===== src/rtl/ssp_pkg.sv =====
// Shared types and constants for the SSP transmit scheduler.
package ssp_pkg;

    typedef enum logic {
        IDLE  = 1'b0,
        SHIFT = 1'b1
    } ssp_state_e;

    localparam logic SRC0 = 1'b0;
    localparam logic SRC1 = 1'b1;

    localparam int unsigned SSP_WORD_W = 8;

endpackage


===== src/rtl/ssp_clk_gen.sv =====
// Free-running SSP clock divider; fall_tick_o marks the cycle before ssp_clk falls.
module ssp_clk_gen #(
    parameter int unsigned CLK_DIV = 4
) (
    input  logic clk_i,
    input  logic rst_i,
    output logic ssp_clk_o,
    output logic fall_tick_o
);

    localparam int unsigned DIV_W = (CLK_DIV > 1) ? $clog2(CLK_DIV) : 1;
    localparam logic [DIV_W-1:0] DIV_LAST = DIV_W'(CLK_DIV - 1);

    logic [DIV_W-1:0] div_cnt_q, div_cnt_d;
    logic             ssp_clk_q, ssp_clk_d;
    logic             wrap;

    always_comb begin
        wrap      = (div_cnt_q == DIV_LAST);
        div_cnt_d = wrap ? '0 : div_cnt_q + 1'b1;
        ssp_clk_d = wrap ? ~ssp_clk_q : ssp_clk_q;
    end

    always_ff @(posedge clk_i or posedge rst_i) begin
        if (rst_i) begin
            div_cnt_q <= '0;
            ssp_clk_q <= 1'b0;
        end else begin
            div_cnt_q <= div_cnt_d;
            ssp_clk_q <= ssp_clk_d;
        end
    end

    assign ssp_clk_o   = ssp_clk_q;
    assign fall_tick_o = wrap && ssp_clk_q;

endmodule


===== src/rtl/ssp_tx_sched.sv =====
// Round-robin arbiter between two word sources feeding an MSB-first SSP serializer.
module ssp_tx_sched
    import ssp_pkg::*;
#(
    parameter int unsigned CLK_DIV = 4,
    parameter int unsigned WORD_W  = SSP_WORD_W,
    parameter int unsigned CNT_W   = 16
) (
    input  logic              clk,
    input  logic              reset,
    input  logic              enable,
    input  logic              src0_valid,
    input  logic [WORD_W-1:0] src0_data,
    output logic              src0_ready,
    input  logic              src1_valid,
    input  logic [WORD_W-1:0] src1_data,
    output logic              src1_ready,
    output logic              ssp_clk,
    output logic              ssp_frame,
    output logic              ssp_din,
    output logic              busy,
    output logic [CNT_W-1:0]  words_sent
);

    localparam int unsigned IDX_W = (WORD_W > 1) ? $clog2(WORD_W) : 1;

    ssp_state_e        state_q, state_d;
    logic [WORD_W-1:0] shreg_q, shreg_d;
    logic [IDX_W-1:0]  bit_idx_q, bit_idx_d;
    logic              last_grant_q, last_grant_d;
    logic              frame_q, frame_d;
    logic [CNT_W-1:0]  cnt_q, cnt_d;

    logic              fall_tick;
    logic              slot_open;
    logic              grant0, grant1;

    ssp_clk_gen #(
        .CLK_DIV(CLK_DIV)
    ) u_clk_gen (
        .clk_i      (clk),
        .rst_i      (reset),
        .ssp_clk_o  (ssp_clk),
        .fall_tick_o(fall_tick)
    );

    // A slot opens when idle or on the last bit, so back-to-back words need no gap.
    always_comb begin
        slot_open = fall_tick && enable && (state_q == IDLE || bit_idx_q == '0);
        grant0    = slot_open && src0_valid && (!src1_valid || last_grant_q == SRC1);
        grant1    = slot_open && src1_valid && (!src0_valid || last_grant_q == SRC0);
    end

    always_comb begin
        state_d      = state_q;
        shreg_d      = shreg_q;
        bit_idx_d    = bit_idx_q;
        last_grant_d = last_grant_q;
        frame_d      = frame_q;
        cnt_d        = cnt_q;

        if (fall_tick) begin
            if (grant0 || grant1) begin
                shreg_d      = grant1 ? src1_data : src0_data;
                bit_idx_d    = IDX_W'(WORD_W - 1);
                last_grant_d = grant1 ? SRC1 : SRC0;
                frame_d      = 1'b1;
                state_d      = SHIFT;
                if (cnt_q != '1) begin
                    cnt_d = cnt_q + 1'b1;
                end
            end else if (state_q == SHIFT && bit_idx_q != '0) begin
                shreg_d   = shreg_q << 1;
                bit_idx_d = bit_idx_q - 1'b1;
                frame_d   = 1'b0;
            end else begin
                shreg_d = '0;
                frame_d = 1'b0;
                state_d = IDLE;
            end
        end
    end

    always_ff @(posedge clk or posedge reset) begin
        if (reset) begin
            state_q      <= IDLE;
            shreg_q      <= '0;
            bit_idx_q    <= '0;
            last_grant_q <= SRC1;
            frame_q      <= 1'b0;
            cnt_q        <= '0;
        end else begin
            state_q      <= state_d;
            shreg_q      <= shreg_d;
            bit_idx_q    <= bit_idx_d;
            last_grant_q <= last_grant_d;
            frame_q      <= frame_d;
            cnt_q        <= cnt_d;
        end
    end

    // The shift register is cleared on entry to IDLE, so its MSB doubles as ssp_din.
    assign ssp_din    = shreg_q[WORD_W-1];
    assign ssp_frame  = frame_q;
    assign busy       = (state_q == SHIFT);
    assign words_sent = cnt_q;
    assign src0_ready = grant0;
    assign src1_ready = grant1;

endmodule


===== config.mk =====
export PLATFORM = sky130hd
export DESIGN_NAME = ssp_tx_sched
export DESIGN_NICKNAME = d
export VERILOG_FILES = /design/src/rtl/ssp_pkg.sv /design/src/rtl/ssp_clk_gen.sv /design/src/rtl/ssp_tx_sched.sv
export SDC_FILE = /design/constraint.sdc
export NUM_CORES = 1
export LEC_CHECK = 0
export CAP_MARGIN = 20
export CORE_MARGIN = 1.5
export CORE_UTILIZATION = 25
export CTS_BUF_LIST = sky130_fd_sc_hd__clkbuf_4 sky130_fd_sc_hd__clkbuf_8 sky130_fd_sc_hd__clkbuf_16
export DETAILED_ROUTE_END_ITERATION = 8
export HOLD_SLACK_MARGIN = 0.03
export PLACE_DENSITY_LB_ADDON = 0.08
export SETUP_SLACK_MARGIN = 0.5
export SLEW_MARGIN = 20
export SYNTH_ARGS = -nofsm -noshare
export SYNTH_HDL_FRONTEND = slang
export SYNTH_SLANG_ARGS = --single-unit
export TNS_END_PERCENT = 1

===== constraint.sdc =====
create_clock -name clk -period 2.7 [get_ports clk]
set_input_delay 0.27 -clock clk [delete_from_list [all_inputs] [get_ports clk]]
set_output_delay 0.27 -clock clk [all_outputs]
set_load 0.02 [all_outputs]

==> flow_metrics.py, run 1 <==
metrics = {
    "routing": {
        "routed_wl_mm": 3.54,
        "vias_per_cell": 4.54,
        "wl_per_cell_um": 13.2,
        "vias": 1222,
        "drtPass1Iterations": 4,
        "drtAntennaViolNets": 0,
        "drcViolationCount": 0,
        "met2_length_mm": 1.74,
        "highest_layer": "met4",
        "met1_length_mm": 1.56,
        "first_iter_violations": 77,
        "wl_met3_um": 181,
    },
    "sta": {
        "max_freq_mhz": 475,
        "drv_slew": 0,
        "finalSetupViolations": 0,
        "rsz0062_at_grt": "yes",
        "final.setup.tns_ps": 0,
        "worst_pin_slew_ps": 476,
        "finalHoldViolations": 0,
        "relSlewSlack_pct": 68.2,
        "skew_ps": 2.23,
        "fin_crit_sh_pct": 77.9,
        "period_minus_slack_ps": 2100,
    },
    "synthesis": {
        "postSynthNetCount": 171,
        "ys_ff_latch": 33,
        "syn-cell-area_um2": 1560,
        "async_flop_share_pct": 100,
        "ys.flop_type": "dfrtp_1",
        "synth_cell_types": 30,
        "syn_area_per_cell_um2": 10.7,
        "synth-seq-area-share_pct": 53.0,
        "yosys_warnings": 0,
        "syn_inst": 146,
        "synth_edf_count": 0,
    },
    "finish": {
        "syn2layout_area_growth_pct": 41.2,
        "regArea_um2": 827,
        "final_cells": 269,
        "drive_above_1_share_pct": 9.28,
        "fin_area_um2": 2200,
        "layout_commonest_cell": "clkdlybuf4s50_1",
        "mostFrequentLayoutCells": "clkdlybuf4s50_1 (40), dfrtp_1 (32), nand2_1 (16), o21ai_0 (10)",
        "layout.nets": 218,
        "diodes": 0,
        "fillers": 603,
        "fin_util_pct": 37.0,
        "multi_input_area_um2": 697,
    },
    "worst_setup_path": {
        "worstSetupEndpointType": "flip-flop",
        "slowest_delay_ps": 530,
        "start_kind": "flip-flop",
        "reg2reg_slack_ps": 600,
        "crit_buf_inv": 1,
        "path_max_fanout": 7,
        "cp.arrival_ps": 2310,
        "r2r_cells": 7,
        "critical_path_required_ps": 2910,
        "worstReg2RegStart": "bit_idx_q[0]$_DFFE_PP0P_",
        "cpMaxStageDelayCell": "or3_1",
        "worstSetupPathType": "reg -> reg",
        "cp_top_family": "simple AND/OR/NAND/NOR gates",
        "r2r_end": "words_sent[11]$_DFFE_PP0P_",
        "cp_cell_sequence": "inv_1 -> ha_1 -> nand2b_1 -> a211o_1 -> or3_1 -> nor3_2 -> xor2_1",
    },
    "die": {
        "initial_core_util_pct": 26.2,
        "rows": 28,
        "die_area_um2": 6720,
        "coreArea_um2": 5960,
        "dieHeight_um": 82.0,
        "io_pins": 43,
        "dieWidth_um": 82.0,
    },
    "clock_network": {
        "cts.sinks": 33,
        "h-tree-depth": 2,
        "cts.clk_slew.worst_paths_ps": 70,
        "clk_latency_ps": 280,
        "cts_buffers": 5,
        "postCtsHoldBufs": 0,
        "postCtsSetupBuffers": 0,
        "ctsRootBufferMaster": "clkbuf_8",
        "tritoncts": "done",
        "cts_buffer_depth": 2,
    },
    "place": {
        "numPortBuffers": 42,
        "place_area_um2": 2080,
        "place_hpwl_mm": 2.55,
        "dp_cells": 261,
        "place_congestion": 0.777,
    },
    "min_path": {
        "hold_path.class": "in -> async",
    },
    "outcome": {
        "status": "finished clean",
    },
    "grt": {
        "track_usage_pct": 12.2,
        "grt_pass1_wl_mm": 6.00,
        "grt_max_degree": 34,
        "antenna_found_initial": 0,
        "gr-total-overflow": 0,
        "grt_pass1_vias": 1246,
    },
    "power_and_ir_drop": {
        "ir_drop_mv": 0.195,
        "power_leakage_uw": 0.00101,
        "finalPower_uw": 1040,
        "pwr_density_cell_nw_per_um2": 473,
    },
    "run": {
        "maxCapViolCount": 0,
    },
}
==> final cells by class <==
type                    instances  area share, %
clock buffers                   7           4.09
inverters                       5          0.853
repair buffers                 45           20.2
clock inverters                 1           1.36
flip-flops and latches         33           37.6
multi-input cells             103           31.7
well taps                      75           4.26
==> Yosys cell counts (all sizes together) (2+ instances only) <==
| master | number | share of area [%] |
|---|---|---|
| dfrtp | 32 | 51 |
| nand2 | 16 | 3.9 |
| o21ai | 10 | 3.2 |
| nor2 | 9 | 2.2 |
| xnor2 | 9 | 5.1 |
| xor2 | 9 | 5.1 |
| mux2i | 8 | 5.1 |
| a22oi | 7 | 3.4 |
| nand4 | 6 | 2.4 |
| inv | 5 | 1.2 |
| nand3 | 5 | 1.6 |
| ha | 4 | 3.2 |
| nor3 | 4 | 2.2 |
| and3 | 3 | 1.2 |
| clkbuf | 3 | 0.72 |
| buf | 2 | 0.56 |
| nand2b | 2 | 0.80 |
| or3 | 2 | 0.80 |
==> worst register-to-register path, stage by stage, from the launching register on <==
cell      delay (ps)
dfrtp_1          390
inv_1             90
ha_1             150
nand2b_1         120
a211o_1          370
or3_1            530
nor3_2           220
xor2_1           150
==> layer usage <==
metal	track usage [%]	vias to the layer above
met4	5.08	0
met2	19.4	28
met5	0	-
li1	-	599
met3	4.00	7
met1	15.1	588
==> flip-flops by register name, summed over array words and instances, names as in the netlist <==
| name | cells |
|---|---|
| words_sent | 16 |
| u_clk_gen.div_cnt_q | 2 |
| u_clk_gen.ssp_clk_o | 1 |
| last_grant_q | 1 |
| ssp_frame | 1 |
| bit_idx_q | 3 |
| shreg_q | 8 |
| busy | 1 |
==> repair_timing <==
action | in CTS | in global routing
endpoints found under the setup margin | 2 | 5
endpoints found under the hold margin | 0 | 0
gates resized for setup | 1 | 2
==> worst max path at each step <==
stage	from	end	slack, ps	cells after the start
after floorplan	bit_idx_q[0]$_DFFE_PP0P_	words_sent[11]$_DFFE_PP0P_	780	8
after global placement	enable	words_sent[11]$_DFFE_PP0P_	570	6
after detailed placement	enable	words_sent[11]$_DFFE_PP0P_	540	6
after CTS	bit_idx_q[0]$_DFFE_PP0P_	src0_ready	420	6
after global routing	bit_idx_q[0]$_DFFE_PP0P_	words_sent[13]$_DFFE_PP0P_	420	7
final	bit_idx_q[0]$_DFFE_PP0P_	words_sent[11]$_DFFE_PP0P_	600	7
==> report_power, final <==
group	leakage, µW	switching (µW)	total (µW)	internal (µW)
Clock	0.0000619	183	494	311
Combinational	0.000526	20.5	53.8	33.3
Sequential	0.000422	0	494	494
==> per-stage QoR <==
stage | hold slack [ps] | worst slack (ps)
CTS | 387 | 416
finish | 380 | 596
global route | 445 | 416
floorplan | 398 | 777
global placement | 414 | 569
detailed placement | 423 | 540
==> logic make-up after synthesis <==
kind of cell | after synthesis | synth area share [%]
XOR/XNOR | 18 | 10.1
flip-flops | 33 | 53.1
AO/OA/AOI/OAI | 21 | 8.43
buffers and inverters | 10 | 2.49
AND/OR/NAND/NOR | 51 | 16.9
multiplexers | 9 | 5.86
adder cells (fa/ha/maj) | 4 | 3.21
No activity file was read; power rests on OpenSTA's default activity.
==> inputs of run 2 (changes only) <==
Clock period 2.7 ns to 1.85 ns, I/O delays scaled along.
==> run 2 against run 1 <==
Against the previous run: the run now ends with setup timing left; total power up 31%; clock skew increased by 1.2 ps; non-clock buffer count grew 20; wire length increased by 6.7%; worst setup slack got worse by 620 ps; first-iteration DRC count decreased by 51%; critical path depth stayed put; flip-flop and latch count did not move; largest cell class unchanged; largest power group unchanged; highest routed layer unchanged.
==> flow_metrics.py, run 2 (same netlist as run 1, synthesis figures left out) <==
metrics = {
    "worst_setup_path": {
        "cp_cell_sequence": "inv_2 -> ha_4 -> nand2b_4 -> a211o_1 -> or3_4 -> nor3_2 -> xor2_1",
        "worstSetupPathType": "reg -> reg",
        "cpMaxStageDelayCell": "or3_4",
        "slowest_delay_ps": 450,
        "path_max_fanout": 7,
        "critical_path_required_ps": 2050,
        "start_kind": "flip-flop",
        "cp_top_family": "simple AND/OR/NAND/NOR gates",
        "reg2reg_slack_ps": -20,
        "r2r_cells": 7,
        "worstReg2RegStart": "bit_idx_q[1]$_DFFE_PP0P_",
        "crit_buf_inv": 1,
        "worstSetupEndpointType": "flip-flop",
        "r2r_end": "words_sent[15]$_DFFE_PP0P_",
        "cp.arrival_ps": 2070,
    },
    "sta": {
        "finalSetupViolations": 3,
        "period_minus_slack_ps": 1870,
        "rsz0062_at_grt": "yes",
        "drv_slew": 0,
        "skew_ps": 3.43,
        "relSlewSlack_pct": 71.4,
        "finalHoldViolations": 0,
        "worst_pin_slew_ps": 429,
        "worst_slack_ps": -20.8,
        "fin_crit_sh_pct": 101,
        "final.setup.tns_ps": -50.5,
        "max_freq_mhz": 535,
    },
    "place": {
        "place_area_um2": 2220,
        "place_hpwl_mm": 2.81,
        "numPortBuffers": 42,
        "dp_cells": 280,
        "place_congestion": 0.721,
        "dp_slack_ps": -197,
    },
    "finish": {
        "multi_input_area_um2": 774,
        "fin_area_um2": 2400,
        "mostFrequentLayoutCells": "dfrtp_1 (32), buf_4 (22), clkdlybuf4s50_1 (21), nand2_1 (13), xor2_1 (9)",
        "regArea_um2": 827,
        "syn2layout_area_growth_pct": 54.1,
        "fillers": 602,
        "drive_above_1_share_pct": 25.8,
        "layout.nets": 238,
        "largest_reg_flops": 16,
        "final_cells": 288,
        "diodes": 0,
        "layout_commonest_cell": "dfrtp_1",
        "fin_util_pct": 40.3,
    },
    "grt": {
        "track_usage_pct": 12.5,
        "gr-total-overflow": 0,
        "grt_max_degree": 34,
        "grt_pass1_wl_mm": 6.15,
        "antenna_found_initial": 0,
        "grt_pass1_vias": 1353,
    },
    "clock_network": {
        "cts_buffers": 5,
        "cts.clk_slew.worst_paths_ps": 70,
        "cts.sinks": 33,
        "tritoncts": "done",
        "clk_latency_ps": 280,
        "ctsRootBufferMaster": "clkbuf_8",
        "cts_buffer_depth": 2,
        "h-tree-depth": 2,
        "postCtsHoldBufs": 0,
    },
    "min_path": {
        "hold_path.class": "in -> async",
    },
    "die": {
        "initial_core_util_pct": 26.2,
        "io_pins": 43,
        "die_area_um2": 6720,
        "dieHeight_um": 82.0,
        "coreArea_um2": 5960,
        "rows": 28,
        "dieWidth_um": 82.0,
    },
    "power_and_ir_drop": {
        "power_leakage_uw": 0.00119,
        "pwr_density_cell_nw_per_um2": 566,
        "ir_drop_mv": 0.271,
    },
    "routing": {
        "vias_per_cell": 4.60,
        "first_iter_violations": 38,
        "vias": 1325,
        "drtPass1Iterations": 4,
        "drtAntennaViolNets": 0,
        "drcViolationCount": 0,
        "wl_per_cell_um": 13.1,
        "routed_wl_mm": 3.78,
    },
    "run": {
        "maxCapViolCount": 0,
    },
    "outcome": {
        "status": "finished, violations left",
        "violations": "setup timing",
    },
}
==> run 2: cell types whose count changed in the layout (fill, tap and decap cells not counted), moves of 4 or more <==
cell,previous run,this run
buf_4,3,22
clkdlybuf4s15_1,0,6
clkdlybuf4s50_1,40,21
dlygate4sd2_1,1,7
dlymetal6s2s_1,1,5
==> run 2: stage by stage <==
| step | hold WS [ps] | power [µW] |
|---|---|---|
| finish | 294 | 1360 |
| global route | 366 | 1430 |
| CTS | 310 | 1390 |
| detailed placement | 420 | 819 |
| global placement | 417 | 817 |
| floorplan | 313 | 761 |
==> run 2: worst max path at each step <==
stage                                         from                    endpoint  slack (ps)  depth (start not counted)
after floorplan           bit_idx_q[0]$_DFFE_PP0P_  words_sent[13]$_DFFE_PP0P_          40                          8
after global placement                      enable  words_sent[11]$_DFFE_PP0P_        -130                          6
after detailed placement                    enable  words_sent[15]$_DFFE_PP0P_        -200                          6
after CTS                 bit_idx_q[1]$_DFFE_PP0P_  words_sent[15]$_DFFE_PP0P_         -30                          7
after global routing      bit_idx_q[1]$_DFFE_PP0P_  words_sent[11]$_DFFE_PP0P_        -130                          7
final                     bit_idx_q[1]$_DFFE_PP0P_  words_sent[15]$_DFFE_PP0P_         -20                          7
==> run 2: tightest hold or removal path, delay by kind of cell <==
family                 cells  cell delay, ps
buffers and inverters      3             810
==> run 2: final cells by class <==
class | instances | share of cell area [%]
Sequential cell | 33 | 34.4
Timing Repair Buffer | 65 | 24.9
Multi-Input combinational cell | 103 | 32.2
Inverter | 5 | 0.781
Clock buffer | 7 | 3.75
Tap cell | 75 | 3.91
==> run 2: repair_timing <==
item,in CTS,in global routing
setup endpoints to repair,52,45
gates resized for setup,44,19
pin swaps,14,5
hold endpoints to repair,0,0
setup buffers,1,0
==> run 2: power breakdown <==
group | total [µW] | switching [µW] | internal [µW]
clock network | 558 | 248 | 310
registers | 722 | 0 | 722
logic | 80.9 | 31.0 | 49.9
==> run 2: per-layer routing <==
metal	wire [µm]	up-vias	GRT usage, %	share of wire, %
li1	-	638	-	-
met1	1690	656	14.7	45
met2	1860	29	20.7	49
met3	209	2	4.11	5.5
met4	21	0	5.08	0.56
met5	0	-	0	0
